===== config.mk =====
export PLATFORM = sky130hd
export DESIGN_NAME = ready_flop
export DESIGN_NICKNAME = d
export VERILOG_FILES = /design/src/rtl/ready_flop.sv
export SDC_FILE = /design/constraint.sdc
export NUM_CORES = 1
export LEC_CHECK = 0
export CELL_PAD_IN_SITES_DETAIL_PLACEMENT = 0
export CELL_PAD_IN_SITES_GLOBAL_PLACEMENT = 2
export CORE_MARGIN = 2
export CORE_UTILIZATION = 29
export CTS_CLUSTER_SIZE = 24
export DETAILED_ROUTE_END_ITERATION = 8
export GPL_ROUTABILITY_DRIVEN = 0
export PLACE_DENSITY_LB_ADDON = 0.1
export SLEW_MARGIN = 20
export SYNTH_ARGS = -nofsm -noshare
export SYNTH_HDL_FRONTEND = slang
export SYNTH_SLANG_ARGS = --single-unit

===== constraint.sdc =====
create_clock -name clk -period 2.03 [get_ports clk]
set_input_delay 0.203 -clock clk [delete_from_list [all_inputs] [get_ports clk]]
set_output_delay 0.203 -clock clk [all_outputs]
set_load 0.02 [all_outputs]

===== src/rtl/ready_flop.sv =====
// ready_flop: backward-path register slice; ready_up is a pure flop, with a one-entry skid register.
// Latency: zero on the forward path. valid_down and data_down pass through combinationally while the skid is empty.
// Backpressure: a beat accepted while ready_down is low parks in the skid and ready_up drops the next cycle.
// Optional stall counter is enabled by the READY_FLOP_STALL_CNT_EN macro.
module ready_flop #(
    parameter int width = 4,
    parameter int CNT_W = 16
) (
    input  logic             clk,
    input  logic             rst,
    input  logic             valid_up,
    input  logic [width-1:0] data_up,
    input  logic             ready_down,
    output logic             ready_up,
    output logic             valid_down,
    output logic [width-1:0] data_down
`ifdef READY_FLOP_STALL_CNT_EN
    ,
    input  logic             stall_clr,
    output logic [CNT_W-1:0] stall_cnt
`endif
);

    localparam logic [1:0] INIT = 2'd0;
    localparam logic [1:0] PASS = 2'd1;
    localparam logic [1:0] SKID = 2'd2;

    logic [1:0]       state;
    logic [1:0]       state_nxt;
    logic             ready_nxt;
    logic [width-1:0] skid_data;
    logic [width-1:0] skid_nxt;

    always_comb begin
        state_nxt = state;
        ready_nxt = ready_up;
        skid_nxt  = skid_data;
        case (state)
            INIT: begin
                state_nxt = PASS;
                ready_nxt = 1'b1;
            end
            PASS: begin
                // The upstream saw ready_up=1, so this beat is ours even though downstream refused it.
                if (valid_up && !ready_down) begin
                    state_nxt = SKID;
                    ready_nxt = 1'b0;
                    skid_nxt  = data_up;
                end
            end
            SKID: begin
                if (ready_down) begin
                    state_nxt = PASS;
                    ready_nxt = 1'b1;
                end
            end
            default: begin
                state_nxt = INIT;
                ready_nxt = 1'b0;
            end
        endcase
    end

    always_ff @(posedge clk or negedge rst) begin
        if (!rst) begin
            state     <= INIT;
            ready_up  <= 1'b0;
            skid_data <= '0;
        end else begin
            state     <= state_nxt;
            ready_up  <= ready_nxt;
            skid_data <= skid_nxt;
        end
    end

    always_comb begin
        valid_down = 1'b0;
        data_down  = skid_data;
        case (state)
            PASS: begin
                valid_down = valid_up;
                data_down  = data_up;
            end
            SKID: begin
                valid_down = 1'b1;
                data_down  = skid_data;
            end
            default: begin
                valid_down = 1'b0;
                data_down  = skid_data;
            end
        endcase
    end

`ifdef READY_FLOP_STALL_CNT_EN
    logic stall_evt;
    assign stall_evt = valid_down && !ready_down;

    // Clear wins over increment; the count sticks at all-ones.
    always_ff @(posedge clk or negedge rst) begin
        if (!rst) begin
            stall_cnt <= '0;
        end else if (stall_clr) begin
            stall_cnt <= '0;
        end else if (stall_evt && (stall_cnt != {CNT_W{1'b1}})) begin
            stall_cnt <= stall_cnt + 1'b1;
        end
    end
`endif

endmodule

==> results.md, run 1 <==
- Outcome: complete, no violations
- Setup TNS: 0 ps
- Setup violations, final: 0
- Setup CP Type: reg -> out
- Share of layout cells above drive strength 1: 30.8%
- Area grow syn2layout: 42.0%
- Buffers and inverters on the worst path: 2
- Crit-path leading delay family: buffers and inverters
- Commonest non-fill, non-tap cells in the layout: 8 x mux2_2, 8 x clkdlybuf4s50_1, 7 x dfrtp_1, 4 x dlygate4sd2_1
- Synth Warn #: 0
- Synthesized area: 432 um^2
- Total Wirelength: 906 um
- Clock tree from TritonCTS: yes
- Setup Buffers After CTS: 0
- Syn avg cell area: 12.3 um^2
- CP Max Fanout: 7
- FF-to-FF End: state[0]$_DFFE_PN0P_
- Worst vdd ir: 0.608 mV
- Port buffer count: 13
- Area of the core: 0.00135 mm^2
- Row count: 13
- Antenna-violating nets left: 0
- Pwr dens: 1580 mW/mm^2
- Worst slew pin tran: 321 ps
- Worst skew pair latency: 250 ps
- # DRC: 0
- Initial antenna violation count: 0
- CP required: 1830 ps
- Total gr overflow: 0
- First drt pass iteration count: 2
- P_leak: 0.297 nW
- Final max-slew violation count: 0
- DR vias/cell: 4.85
- Slew HR: 78.5%
- CP Launch Point: state[1]$_DFFE_PN0P_
- Hold_buf cts: 0
- Wirelength per Cell: 13.5 um
- Fillers: 138
- # clock sinks: 7
- Largest net degree at the start of global routing: 8
- Clock skew: 3.18 ps
- Fmax: 535 MHz
- Initial Util: 32.0%
- Total Routing Usage GR: 12.9%
- Number of distinct library cells after synthesis: 16
- Crit path depth: 4
- Worst R2R Path Depth: 5
- Die Height: 42.6 um
- Diode count: 0
- Via count: 325
- Reg clk slew, reported paths: 50 ps
- Worst Setup EP: data_down[2]
- First-pass GRT wire length: 1670 um
- #FFs+latches synth: 7
- Dominant cells by area after synthesis: dfrtp_1 41%, mux2_2 21%, ha_1 12%
- Hold Vio Cnt, Final: 0
- TritonCTS Buffers: 3
- Worst reg2reg path startpoint: state[0]$_DFFE_PN0P_
- Die ar.: 0.00181 mm^2
- Post-synthesis sequential area ratio: 40.6%
- Dpl cells: 63
- Worst path cell trace: inv_1 > ha_4 > mux2_2 > dlygate4sd2_1
- Critical-path top delay cell: dfrtp_1
- I/O pins: 14
- RSZ-0062 raised after global routing: no
- Min cycle time layout: 1870 ps
- Crit path launch type: flop
- Syn_nets: 47
- Starting DRT DRC Count: 2
- Largest buffer count on any clock path: 2
- Detailed placement HPWL: 695 um
- Final cell count without fillers: 67
- H-tree depth: 1
- Area leader, netlist: dfrtp_1
- Die width: 42.6 um
- Setup slack, reg-to-reg: 500 ps
- Worst min path class: in -> async
- Final Cycle Share: 92.1%
- CTS resizes: 6
- Vias in the first global route: 385
- Max Cap Viol: 0
- Nets: 65
- Clock root buffer: clkbuf_4
- Synth top area share: 40.6%
- Max stage delay on crit path: 410 ps
- Synthesized instance count: 35
- CP arrival: 1670 ps
- Worst Setup End Kind: output port
## cell usage after synthesis
cell type  count
a21oi_1        1
a21oi_2        1
a2bb2oi_1      1
and2b_1        1
buf_6          1
dfrtp_1        7
ha_1           4
inv_1          2
mux2_1         1
mux2_2         8
nand2_1        1
nand2b_2       1
nand3b_4       1
nor2_1         2
nor2b_1        1
o21ai_0        2
## state kept, by name (all words and copies together) (netlist names)
signal	flops
ready_up	1
skid_data	4
state	2
## report_power, final
part / internal [mW] / switching [mW] / total (mW)
clock: 0.0750 / 0.0507 / 0.126
combinational: 0.299 / 0.274 / 0.573
sequential: 0.212 / 0.0568 / 0.269
## worst min-delay path by stage
stage,end,cells past startpoint,slack [ps]
6_report,skid_data[0]$_DFFE_PN0P_,1,210
2_1_floorplan,ready_up$_DFFE_PN0P_,0,-90
4_1_cts,skid_data[0]$_DFFE_PN0P_,1,210
3_5_place_dp,state[0]$_DFFE_PN0P_,1,480
5_1_grt,skid_data[0]$_DFFE_PN0P_,1,210
3_3_place_gp,skid_data[3]$_DFFE_PN0P_,1,480
## worst reg2reg max path, stage by stage (launching register included)
cell and delay, ps:
dfrtp_1 440, inv_1 90, ha_1 240, and2b_1 180, a21oi_2 130, mux2_1 330
## cell type report
class / instances / area, um^2 / share of cell area, %
Clock buffer: 4 / 26.3 / 4.29
Inverter: 2 / 7.51 / 1.22
Multi-Input combinational cell: 25 / 250 / 40.8
Sequential cell: 7 / 175 / 28.6
Tap cell: 15 / 18.8 / 3.06
Timing Repair Buffer: 14 / 135 / 22.0
## routing by layer
metal | wire (um) | global-route usage (%) | share of wire, % | vias up
met3 | 43 | 3.88 | 4.7 | 0
met1 | 368 | 13.2 | 41 | 158
met5 | 0 | 0 | 0 | -
li1 | - | - | - | 152
met2 | 494 | 21.8 | 55 | 15
met4 | 0 | 9.38 | 0 | 0
## stage by stage
step | area [um^2] | utilization (%) | power (mW) | worst slack, ps | hold slack (ps)
global route | 613 | 45.4 | 1.05 | 80.1 | 214
floorplan | 432 | - | 0.647 | 660 | -92.6
CTS | 611 | 45.2 | 0.986 | 28.6 | 207
detailed placement | 577 | 42.7 | 0.859 | 49.9 | 478
global placement | 577 | 42.7 | 0.835 | 95.3 | 482
finish | 613 | 45.4 | 0.968 | 160 | 212
## logic make-up after synthesis
family          count (synthesis)  synth area share, %
fa+ha+maj                       4                 11.6
compound gates                  5                 7.54
simple gates                    7                 12.5
mux                             9                 23.5
flops                           7                 40.6
buf+inv                         3                 4.35
No activity file was read; power rests on OpenSTA's default activity.
==> run 2, diff against run 1 <==
--- a/config.mk
+++ b/config.mk
@@ -13,6 +13,7 @@
 export DETAILED_ROUTE_END_ITERATION = 8
 export GPL_ROUTABILITY_DRIVEN = 0
 export PLACE_DENSITY_LB_ADDON = 0.1
+export SKIP_CTS_REPAIR_TIMING = 1
 export SLEW_MARGIN = 20
 export SYNTH_ARGS = -nofsm -noshare
 export SYNTH_HDL_FRONTEND = slang
==> results.md, run 2 (same netlist as run 1, synthesis figures left out) <==
- Total Routing Usage GR: 12.8%
- Outcome: complete, no violations
- Top reg by flops: skid_data
- Setup violations, final: 0
- Dpl cells: 63
- Total Wirelength: 883 um
- Reg clk slew, reported paths: 50 ps
- Combinational power share: 60.3%
- Pwr dens: 1580 mW/mm^2
- Total gr overflow: 0
- Starting DRT DRC Count: 4
- Worst skew pair latency: 250 ps
- Min cycle time layout: 1750 ps
- Initial antenna violation count: 0
- CP arrival: 1550 ps
- GRT met3 Usage: 3.88%
- Worst vdd ir: 0.711 mV
- Clock skew: 1.73 ps
- Worst slew pin tran: 324 ps
- # clock sinks: 7
- Vias in the first global route: 383
- TritonCTS Buffers: 3
- Die ar.: 0.00181 mm^2
- Nets: 65
- Pint: 0.612 mW
- Row count: 13
- Largest buffer count on any clock path: 2
- Largest register FFs: 4
- P_sw: 0.379 mW
- Antenna-violating nets left: 0
- Clock tree from TritonCTS: yes
- I/O pins: 14
- Initial Util: 32.0%
- Grt met1 use: 13.4%
- Worst Setup End Kind: output port
- First-pass GRT wire length: 1660 um
- P_leak: 0.330 nW
- Largest regs: skid_data (4), state (2), ready_up (1)
- Die width: 42.6 um
- Clk pwr share: 12.6%
- Wirelength per Cell: 13.2 um
- Area of the core: 0.00135 mm^2
- Clock root buffer: clkbuf_4
- DR vias/cell: 4.78
- Setup CP Type: reg -> out
- Hold Vio Cnt, Final: 0
- Via count: 320
- Switching fraction of total power: 38.2%
- Area of the multi-input gates: 250 um^2
- Die Height: 42.6 um
- Commonest non-fill, non-tap cells in the layout: 8 x mux2_2, 8 x clkdlybuf4s50_1, 7 x dfrtp_1, 5 x dlymetal6s2s_1
- CP required: 1830 ps
- Seq pwr share: 27.1%
- Largest net degree at the start of global routing: 8
- Slew HR: 78.4%
- Util after Layout: 46.5%
- Final Cycle Share: 86.2%
- Port buffer count: 13
- Fmax: 571 MHz
- Met2 Use GR: 21.2%
- Final max-slew violation count: 0
- Sequential Area: 175 um^2
- Final cell count without fillers: 67
- Worst min path class: in -> async
- # DRC: 0
- First drt pass iteration count: 4
- Diode count: 0
- Detailed placement HPWL: 695 um
- Crit path launch type: flop
- Fillers: 129
- RSZ-0062 raised after global routing: no
- Share of layout cells above drive strength 1: 30.8%
- Area grow syn2layout: 45.5%
- CP Max Fanout: 7
- Max Cap Viol: 0
- H-tree depth: 1
- Top Usage Layer GRT: met2
[run 2: final timing paths]
| check | slack (ps) | start | end | cells after the start |
|---|---|---|---|---|
| hold / removal | 210 | rst | skid_data[0]$_DFFE_PN0P_ | 1 |
| setup reg to reg | 500 | state[0]$_DFFE_PN0P_ | state[0]$_DFFE_PN0P_ | 5 |
| setup / recovery | 280 | state[1]$_DFFE_PN0P_ | data_down[2] | 4 |
| min in group clk | 510 | skid_data[0]$_DFFE_PN0P_ | skid_data[0]$_DFFE_PN0P_ | 1 |
| hold reg to reg | 510 | skid_data[0]$_DFFE_PN0P_ | skid_data[0]$_DFFE_PN0P_ | 1 |
| max in group asynchronous | 1580 | rst | skid_data[3]$_DFFE_PN0P_ | 1 |
[run 2: per-layer routing]
layer  share of wire [%]  wire length [um]
met5                   0                 0
met1                  38               338
met3                 5.0                44
met4                   0                 0
met2                  57               501
[run 2: final cells by class]
type                            count  area share (%)
Tap cell                           15            2.99
Clock buffer                        4            4.18
Sequential cell                     7            27.9
Timing Repair Buffer               14            23.9
Inverter                            2            1.20
Multi-Input combinational cell     25            39.8
[run 2: critical path, stage by stage, from the launching register on]
cell and delay (ps):
dfrtp_1 410, inv_1 120, ha_4 210, mux2_2 350
dlymetal6s2s_1 210
[run 2: metrics by stage]
step	total power [mW]	setup WS (ps)	hold slack [ps]	cell area (um^2)	setup TNS, ps
2_1_floorplan	0.647	660	-92.6	432	0
3_3_place_gp	0.835	95.3	482	577	0
3_5_place_dp	0.859	49.9	478	577	0
4_1_cts	0.998	-245	207	603	-1090
5_1_grt	1.08	194	215	628	0
6_report	0.991	280	214	628	0
[run 2: power by group through the flow]
stage                     Combinational [mW]  Clock, mW  Sequential [mW]
after floorplan                        0.388          0            0.259
after global placement                 0.584          0            0.252
after detailed placement               0.595          0            0.264
after CTS                              0.603      0.131            0.263
after global routing                   0.657      0.144            0.279
final                                  0.598      0.125            0.268
==> run 3, diff against run 2 <==
--- a/config.mk
+++ b/config.mk
@@ -5,12 +5,14 @@
 export SDC_FILE = /design/constraint.sdc
 export NUM_CORES = 1
 export LEC_CHECK = 0
+export CAP_MARGIN = 30
 export CELL_PAD_IN_SITES_DETAIL_PLACEMENT = 0
 export CELL_PAD_IN_SITES_GLOBAL_PLACEMENT = 2
-export CORE_MARGIN = 2
-export CORE_UTILIZATION = 29
+export CORE_AREA = 2 2 39 41
 export CTS_CLUSTER_SIZE = 24
 export DETAILED_ROUTE_END_ITERATION = 8
+export DIE_AREA = 0 0 41 43
+export DONT_BUFFER_PORTS = 1
 export GPL_ROUTABILITY_DRIVEN = 0
 export PLACE_DENSITY_LB_ADDON = 0.1
 export SKIP_CTS_REPAIR_TIMING = 1
==> results.md, run 3 (same netlist as run 1, synthesis figures left out) <==
- Detailed placement HPWL: 569 um
- Worst min path class: in -> reg
- Met1 Wirelength: 252 um
- # clock sinks: 7
- RSZ-0062 raised after global routing: no
- Final Cycle Share: 90.4%
- Total Wirelength: 701 um
- Worst path cell trace: inv_1 > ha_1 > a21oi_1 > nor2b_1
- DR vias/cell: 4.93
- Largest regs: skid_data (4), state (2), ready_up (1)
- Worst vdd ir: 0.588 mV
- Vias in the first global route: 304
- Nets: 52
- First drt pass iteration count: 2
- Via count: 271
- Top reg by flops: skid_data
- Max Cap Viol: 0
- Row count: 14
- Largest register FFs: 4
- Commonest non-fill, non-tap cells in the layout: 8 x mux2_2, 7 x dfrtp_1, 4 x ha_1, 3 x clkbuf_4
- CP required: 1830 ps
- Wirelength per Cell: 12.7 um
- Crit-path leading delay family: adder cells
- Setup CP Type: reg -> out
- Worst slew pin tran: 440 ps
- CP arrival: 1630 ps
- Top sig layer: met3
- Area of the core: 0.00138 mm^2
- Die width: 41 um
- Clock root buffer: clkbuf_4
- Buffers and inverters on the worst path: 1
- Total Routing Usage GR: 10.3%
- Area grow syn2layout: 10.4%
- TritonCTS Buffers: 3
- Setup TNS: 0 ps
- Die Height: 43 um
- Fmax: 545 MHz
- First-pass GRT wire length: 1190 um
- Port buffer count: 0
- Initial antenna violation count: 0
- Largest net degree at the start of global routing: 10
- Min cycle time layout: 1830 ps
- H-tree depth: 1
- Pwr dens: 1680 mW/mm^2
- Worst Setup End Kind: output port
- Diode count: 0
- Total gr overflow: 0
- Max stage delay on crit path: 420 ps
- Reg clk slew, reported paths: 50 ps
- Final max-slew violation count: 0
- Critical-path top delay cell: ha_1
- Share of layout cells above drive strength 1: 35.9%
- Worst reg2reg path startpoint: state[1]$_DFFE_PN0P_
- Met2 WL: 373 um
- Clock tree from TritonCTS: yes
- Most common cell after layout, fill and taps aside: mux2_2
- Largest buffer count on any clock path: 2
- P_leak: 0.222 nW
- Worst skew pair latency: 240 ps
- Slew HR: 70.7%
- CP Max Fanout: 9
- Hold Vio Cnt, Final: 0
- I/O pins: 14
- Outcome: complete, no violations
- CP Launch Point: state[1]$_DFFE_PN0P_
- Crit path launch type: flop
- Placed cell area: 440 um^2
- Starting DRT DRC Count: 2
- Die ar.: 0.00176 mm^2
- Routed wl met3: 75 um
- Util after Layout: 34.4%
- Initial Util: 31.2%
- Finished Cell Area: 477 um^2
- Beginning of the worst hold path: data_up[3]
- Setup violations, final: 0
- Clock skew: 1.16 ps
- # DRC: 0
- Antenna-violating nets left: 0
[run 3: worst reg2reg max path, cell delays in order (launching register included)]
cell      delay, ps
dfrtp_1         400
inv_1            80
ha_1            420
nand3b_4        160
mux2_2          300
[run 3: path summary, 6_finish.rpt]
path,endpoint,slack (ps),cells past startpoint
min in group asynchronous,skid_data[3]$_DFFE_PN0P_,290,1
worst min-delay path,skid_data[3]$_DFFE_PN0P_,110,1
worst min register to register,skid_data[2]$_DFFE_PN0P_,510,1
worst max register to register,skid_data[0]$_DFFE_PN0P_,540,4
max in group asynchronous,ready_up$_DFFE_PN0P_,1500,1
worst max-delay path,valid_down,200,4
[run 3: per-stage QoR]
stage                     hold slack (ps)  total power [mW]  cells  setup WS, ps
after floorplan                     -92.6             0.647     35           660
after global placement              -92.4             0.682     50           465
after detailed placement            -92.4             0.685     50           433
after CTS                            -364             0.819     54           158
after global routing                 95.0             0.875     55          33.9
final                                 107             0.803     55           196
[run 3: final cells by class]
| class | instances | area [um^2] |
|---|---|---|
| Fill cell | 139 | 907 |
| Multi-Input combinational cell | 25 | 238 |
| Sequential cell | 7 | 175 |
| Clock buffer | 4 | 26.3 |
| Tap cell | 16 | 20.0 |
| Timing Repair Buffer | 1 | 10.0 |
| Inverter | 2 | 7.51 |
[run 3: power breakdown]
part	internal, mW	switching (mW)
clock	0.0748	0.0478
combinational	0.180	0.232
sequential	0.212	0.0567
total	0.467	0.336
[run 3: routing by layer]
| metal | GRT usage (%) | up-vias |
|---|---|---|
| met5 | 0 | - |
| li1 | - | 128 |
| met4 | 8.00 | 0 |
| met3 | 2.62 | 0 |
| met2 | 15.6 | 12 |
| met1 | 11.6 | 131 |
